## config.mk

```make
export PLATFORM = sky130hd
export DESIGN_NAME = multicycle_ctrl
export DESIGN_NICKNAME = d
export VERILOG_FILES = /design/src/rtl/multicycle_ctrl.sv
export SDC_FILE = /design/constraint.sdc
export NUM_CORES = 1
export LEC_CHECK = 0
export CAP_MARGIN = 15
export CORE_MARGIN = 1.5
export CORE_UTILIZATION = 47
export CTS_CLUSTER_SIZE = 28
export DETAILED_ROUTE_END_ITERATION = 10
export PLACE_DENSITY = 0.95
export SKIP_LAST_GASP = 1
export SLEW_MARGIN = 20
export SYNTH_ARGS = -nofsm -noshare
export SYNTH_HDL_FRONTEND = slang
export SYNTH_SLANG_ARGS = --single-unit
export TNS_END_PERCENT = 10
```

## constraint.sdc

```tcl
create_clock -name clk -period 3.5 [get_ports clk]
set_clock_uncertainty 0.2 [all_clocks]
set_input_delay 0.7 -clock clk [delete_from_list [all_inputs] [get_ports clk]]
set_output_delay 0.7 -clock clk [all_outputs]
set_load 0.02 [all_outputs]
```

## src/rtl/multicycle_ctrl.sv

```systemverilog
// Multi-cycle control FSM: sequences fetch/decode/execute/memory/write-back for
// one instruction at a time, handshaking with instruction and data memories.
module multicycle_ctrl #(
    parameter int TIMEOUT = 16,
    parameter int CNT_W   = 16
) (
    input  logic             clk,
    input  logic             rst,
    input  logic             start,
    input  logic [31:0]      instr,
    input  logic             zero_flag,
    input  logic             imem_ack,
    input  logic             dmem_ack,
    output logic             imem_req,
    output logic             ir_we,
    output logic             pc_we,
    output logic [1:0]       pc_src,
    output logic             rf_we,
    output logic             rf_wsel,
    output logic             wb_sel,
    output logic             alu_src_imm,
    output logic [2:0]       alu_op,
    output logic             dmem_req,
    output logic             dmem_we,
    output logic             busy,
    output logic             halted,
    output logic             illegal_op,
    output logic             bus_err,
    output logic [CNT_W-1:0] instret
);

    localparam int TMO_W = (TIMEOUT > 1) ? $clog2(TIMEOUT + 1) : 1;
    localparam logic [TMO_W-1:0] TMO_LAST = TMO_W'(TIMEOUT - 1);
    localparam logic [TMO_W-1:0] TMO_ONE  = TMO_W'(1);
    localparam logic [CNT_W-1:0] CNT_ONE  = CNT_W'(1);

    localparam logic [5:0] OP_RTYPE = 6'b000000;
    localparam logic [5:0] OP_ADDI  = 6'b001000;
    localparam logic [5:0] OP_LW    = 6'b100011;
    localparam logic [5:0] OP_SW    = 6'b101011;
    localparam logic [5:0] OP_BEQ   = 6'b000100;
    localparam logic [5:0] OP_J     = 6'b000010;
    localparam logic [5:0] OP_HALT  = 6'b111111;

    localparam logic [2:0] ALU_ADD   = 3'd0;
    localparam logic [2:0] ALU_SUB   = 3'd1;
    localparam logic [2:0] ALU_FUNCT = 3'd5;

    localparam logic [1:0] PC_SEQ    = 2'd0;
    localparam logic [1:0] PC_BRANCH = 2'd1;
    localparam logic [1:0] PC_JUMP   = 2'd2;

    typedef enum logic [2:0] {
        S_IDLE   = 3'd0,
        S_FETCH  = 3'd1,
        S_DECODE = 3'd2,
        S_EXEC   = 3'd3,
        S_MEM    = 3'd4,
        S_WB     = 3'd5,
        S_HALT   = 3'd6
    } state_t;

    state_t           state_r;
    logic [5:0]       op_r;
    logic [TMO_W-1:0] tmo_cnt_r;
    logic             retire_s;
    logic             tmo_hit_s;
    logic             unused_s;

    function automatic logic op_legal(input logic [5:0] op);
        case (op)
            OP_RTYPE, OP_ADDI, OP_LW, OP_SW, OP_BEQ, OP_J, OP_HALT: op_legal = 1'b1;
            default: op_legal = 1'b0;
        endcase
    endfunction

    // Only the opcode field is decoded here; the rest of the word feeds the datapath.
    assign unused_s = ^instr[25:0];

    // Retirement and data-memory timeout detection for the current cycle.
    always_comb begin
        retire_s  = 1'b0;
        tmo_hit_s = 1'b0;
        case (state_r)
            S_EXEC: begin
                if (op_r == OP_BEQ || op_r == OP_J || op_r == OP_HALT) begin
                    retire_s = 1'b1;
                end else begin
                    retire_s = 1'b0;
                end
            end
            S_MEM: begin
                // An ack arriving on the last allowed cycle still wins over the timeout.
                if (dmem_ack) begin
                    retire_s = (op_r == OP_SW);
                end else begin
                    tmo_hit_s = (tmo_cnt_r == TMO_LAST);
                end
            end
            S_WB: retire_s = 1'b1;
            default: begin
                retire_s  = 1'b0;
                tmo_hit_s = 1'b0;
            end
        endcase
    end

    // State sequencing, opcode latch, sticky error flags and retire counter.
    always_ff @(posedge clk or negedge rst) begin
        if (!rst) begin
            state_r    <= S_IDLE;
            op_r       <= 6'd0;
            tmo_cnt_r  <= {TMO_W{1'b0}};
            illegal_op <= 1'b0;
            bus_err    <= 1'b0;
            instret    <= {CNT_W{1'b0}};
        end else begin
            if (retire_s) begin
                instret <= instret + CNT_ONE;
            end
            case (state_r)
                S_IDLE: begin
                    if (start) begin
                        state_r <= S_FETCH;
                    end
                end
                S_FETCH: begin
                    if (imem_ack) begin
                        op_r    <= instr[31:26];
                        state_r <= S_DECODE;
                    end
                end
                S_DECODE: begin
                    if (!op_legal(op_r)) begin
                        illegal_op <= 1'b1;
                        state_r    <= S_HALT;
                    end else begin
                        state_r <= S_EXEC;
                    end
                end
                S_EXEC: begin
                    case (op_r)
                        OP_RTYPE, OP_ADDI: state_r <= S_WB;
                        OP_LW, OP_SW:      state_r <= S_MEM;
                        OP_BEQ, OP_J:      state_r <= S_FETCH;
                        OP_HALT:           state_r <= S_HALT;
                        default:           state_r <= S_HALT;
                    endcase
                end
                S_MEM: begin
                    if (dmem_ack) begin
                        tmo_cnt_r <= {TMO_W{1'b0}};
                        state_r   <= (op_r == OP_LW) ? S_WB : S_FETCH;
                    end else if (tmo_hit_s) begin
                        tmo_cnt_r <= {TMO_W{1'b0}};
                        bus_err   <= 1'b1;
                        state_r   <= S_HALT;
                    end else begin
                        tmo_cnt_r <= tmo_cnt_r + TMO_ONE;
                    end
                end
                S_WB:    state_r <= S_FETCH;
                S_HALT:  state_r <= S_HALT;
                default: state_r <= S_IDLE;
            endcase
        end
    end

    // Phase control decode from state and latched opcode.
    always_comb begin
        imem_req    = 1'b0;
        ir_we       = 1'b0;
        pc_we       = 1'b0;
        pc_src      = PC_SEQ;
        rf_we       = 1'b0;
        rf_wsel     = 1'b0;
        wb_sel      = 1'b0;
        alu_src_imm = 1'b0;
        alu_op      = ALU_ADD;
        dmem_req    = 1'b0;
        dmem_we     = 1'b0;
        busy        = (state_r != S_IDLE) && (state_r != S_HALT);
        halted      = (state_r == S_HALT);
        case (state_r)
            S_FETCH: begin
                imem_req = 1'b1;
                if (imem_ack) begin
                    ir_we  = 1'b1;
                    pc_we  = 1'b1;
                    pc_src = PC_SEQ;
                end else begin
                    ir_we = 1'b0;
                    pc_we = 1'b0;
                end
            end
            S_EXEC: begin
                case (op_r)
                    OP_RTYPE: alu_op = ALU_FUNCT;
                    OP_ADDI, OP_LW, OP_SW: begin
                        alu_op      = ALU_ADD;
                        alu_src_imm = 1'b1;
                    end
                    OP_BEQ: begin
                        alu_op = ALU_SUB;
                        pc_src = PC_BRANCH;
                        pc_we  = zero_flag;
                    end
                    OP_J: begin
                        pc_we  = 1'b1;
                        pc_src = PC_JUMP;
                    end
                    default: alu_op = ALU_ADD;
                endcase
            end
            S_MEM: begin
                dmem_req    = 1'b1;
                dmem_we     = (op_r == OP_SW);
                alu_op      = ALU_ADD;
                alu_src_imm = 1'b1;
            end
            S_WB: begin
                rf_we = 1'b1;
                case (op_r)
                    OP_RTYPE: begin
                        rf_wsel = 1'b0;
                        wb_sel  = 1'b0;
                    end
                    OP_ADDI: begin
                        rf_wsel = 1'b1;
                        wb_sel  = 1'b0;
                    end
                    OP_LW: begin
                        rf_wsel = 1'b1;
                        wb_sel  = 1'b1;
                    end
                    default: begin
                        rf_wsel = 1'b0;
                        wb_sel  = 1'b0;
                    end
                endcase
            end
            default: imem_req = 1'b0;
        endcase
    end

endmodule

```

==> impl_metrics.ini <==
[floorplanning]
die_w_um = 65.3
dieArea_mm2 = 0.00426
die_y_um = 65.3
initial_utilization = 0.494
ios = 72
core-area_mm2 = 0.00369
rows = 22

[setup_path]
required_ps = 2600
crit_chain = nor2b_1, nand2_1, o21ai_0, clkdlybuf4s50_1
critPathArrivalTime_ps = 2310
critical_path_class = register to output pin
end_kind = output pin
worst-path-buf-inv = 1
start_kind = register
max_stage_delay_ps = 660
slowest_stage = clkdlybuf4s50_1
crit_family = buffers and inverters
path_max_fanout = 11

[place]
gp_congestion = 0.939
hpwl_um = 2820
pre_cts_ws_ps = 415
numPortBuffers = 44

[power_and_ir_drop]
max-vdd-ir-drop_mv = 0.454
power_leakage_uw = 0.000956
p_per_area_mw_per_mm2 = 746

[clock_network]
cts_buffer_depth = 2
clk_pin_slew_ps = 70
cts_tree = done
htree_levels = 2
ctsResizeCount = 0
cts_buffers = 5
hold_buffers = 0
clock_latency_ps = 290
cts-root-buf = clkbuf_8
post_cts_buffers = 0
cts_sinks = 32

[logic_synthesis]
yosysSeqAreaShare = 0.439
synth.distinct_cells = 42
synth.net_count = 223
synth_area_leader_cell = dfrtp_1
syn_inst = 182
netlist_top_cells_area = dfrtp_1, xor2_1, mux2_2
syn_area_mm2 = 0.00182
yosysTopAreaCellShare = 0.439
synth.avg_cell_area_um2 = 10.0
synth_warnings = 0
ys_ff_latch = 32

[run]
drv_cap = 0

[final_layout]
drive_above_1_share = 0.105
final_cell_mix = clkdlybuf4s50_1, dfrtp_1, o21ai_0
n_antenna_cell = 0
syn_to_final_growth_pct = 30.7
nNetsFinal = 268
layout_commonest_cell = clkdlybuf4s50_1
fill_cells = 317

[global_route]
grt_max_degree = 33
grt_pass1_wl_um = 7040
grtUsageTotal = 0.215
grt_pass1_vias = 1528
grt_antenna_before_repair = 0
grt_overflow = 0

[detailed_routing]
dr.pass1.iters = 4
routedWlPerCell_um = 14.7
viasPerCell = 5.58
drtIter0Drc = 180
wirelength_um = 4040
ant_nets = 0
drc = 0
detailroute.via_count = 1539

[sta]
finalMaxSlewViolations = 0
hold_viol_final = 0
finalCritPeriodShare = 0.917
period_needed_ps = 3210
rsz0062_at_grt = no
tns_ps = 0
setup_ws_ps = 290
setup_viol_count_final = 0
fmax_mhz = 312

[status]
outcome = complete, no violations

[min_path]
worstHoldPathType = register to register
[power by group]
group	total (uW)	switching, uW	internal [uW]
sequential	686	205	481
combinational	796	421	374
clock	295	135	160
[logic make-up after synthesis]
| group | synth area share |
|---|---|
| simple gates | 0.255 |
| flops | 0.439 |
| compound gates | 0.115 |
| xor+xnor | 0.0817 |
| buf+inv | 0.0377 |
| mux | 0.0432 |
| fa+ha+maj | 0.0268 |
| other cells | 0.00206 |
[state kept, by name, summed over array words and instances (netlist names)]
name / count
bus_err: 1
illegal_op: 1
op_r: 6
tmo_cnt_r: 5
instret: 16
state_r: 3
[area by class of cell]
type                    count  area (um^2)  share of cell area
clock buffers               8         90.1              0.0378
inverters                   6         22.5             0.00945
multi-input cells         136          953               0.400
flip-flops and latches     32          801               0.336
well taps                  48         60.1              0.0252
repair buffers             46          455               0.191
[stage by stage]
stage,hold WS (ps),total power (uW),instances,utilization,instance area [um^2]
2_1_floorplan,204,1210,182,-,1820
3_3_place_gp,250,1440,268,0.621,2290
3_5_place_dp,260,1470,268,0.621,2290
4_1_cts,275,1780,276,0.646,2380
5_1_grt,294,1910,276,0.646,2380
6_report,270,1780,276,0.646,2380
[cell usage after synthesis (all sizes together)]
cell,number
conb,1
xor2,14
nor4,6
nor4b,4
nand2b,2
a22oi,1
o32a,1
o32ai,2
maj3,1
and2,6
nor3,6
a31o,2
buf,4
nand3,9
o21ai,15
a21oi,2
nor2b,3
nor3b,4
or3,1
nand3b,1
o22ai,1
ha,3
dfrtp,32
o211a,1
nor2,13
a41o,1
xnor2,3
a32o,1
nand2,14
o311a,1
clkbuf,4
nand4,3
mux2,7
inv,6
and3,4
or4,1
a31oi,2
[path summary, 6_finish.rpt]
check,from,end,slack (ps),cells after the start
max in group asynchronous,rst,op_r[3],2200,2
max,state_r[1],alu_src_imm,290,4
max reg2reg,state_r[1],instret[8],1130,5
min,bus_err,bus_err,270,1
min in group asynchronous,rst,op_r[1],600,2
min reg2reg,bus_err,bus_err,270,1
[metal layers]
layer	share of wire	vias up	GRT usage
met3	0.049	6	0.0548
met5	0	-	0
li1	-	744	-
met4	0.014	0	0.0911
met2	0.49	57	0.353
met1	0.45	732	0.269
Power figures use the tool's default switching activity.
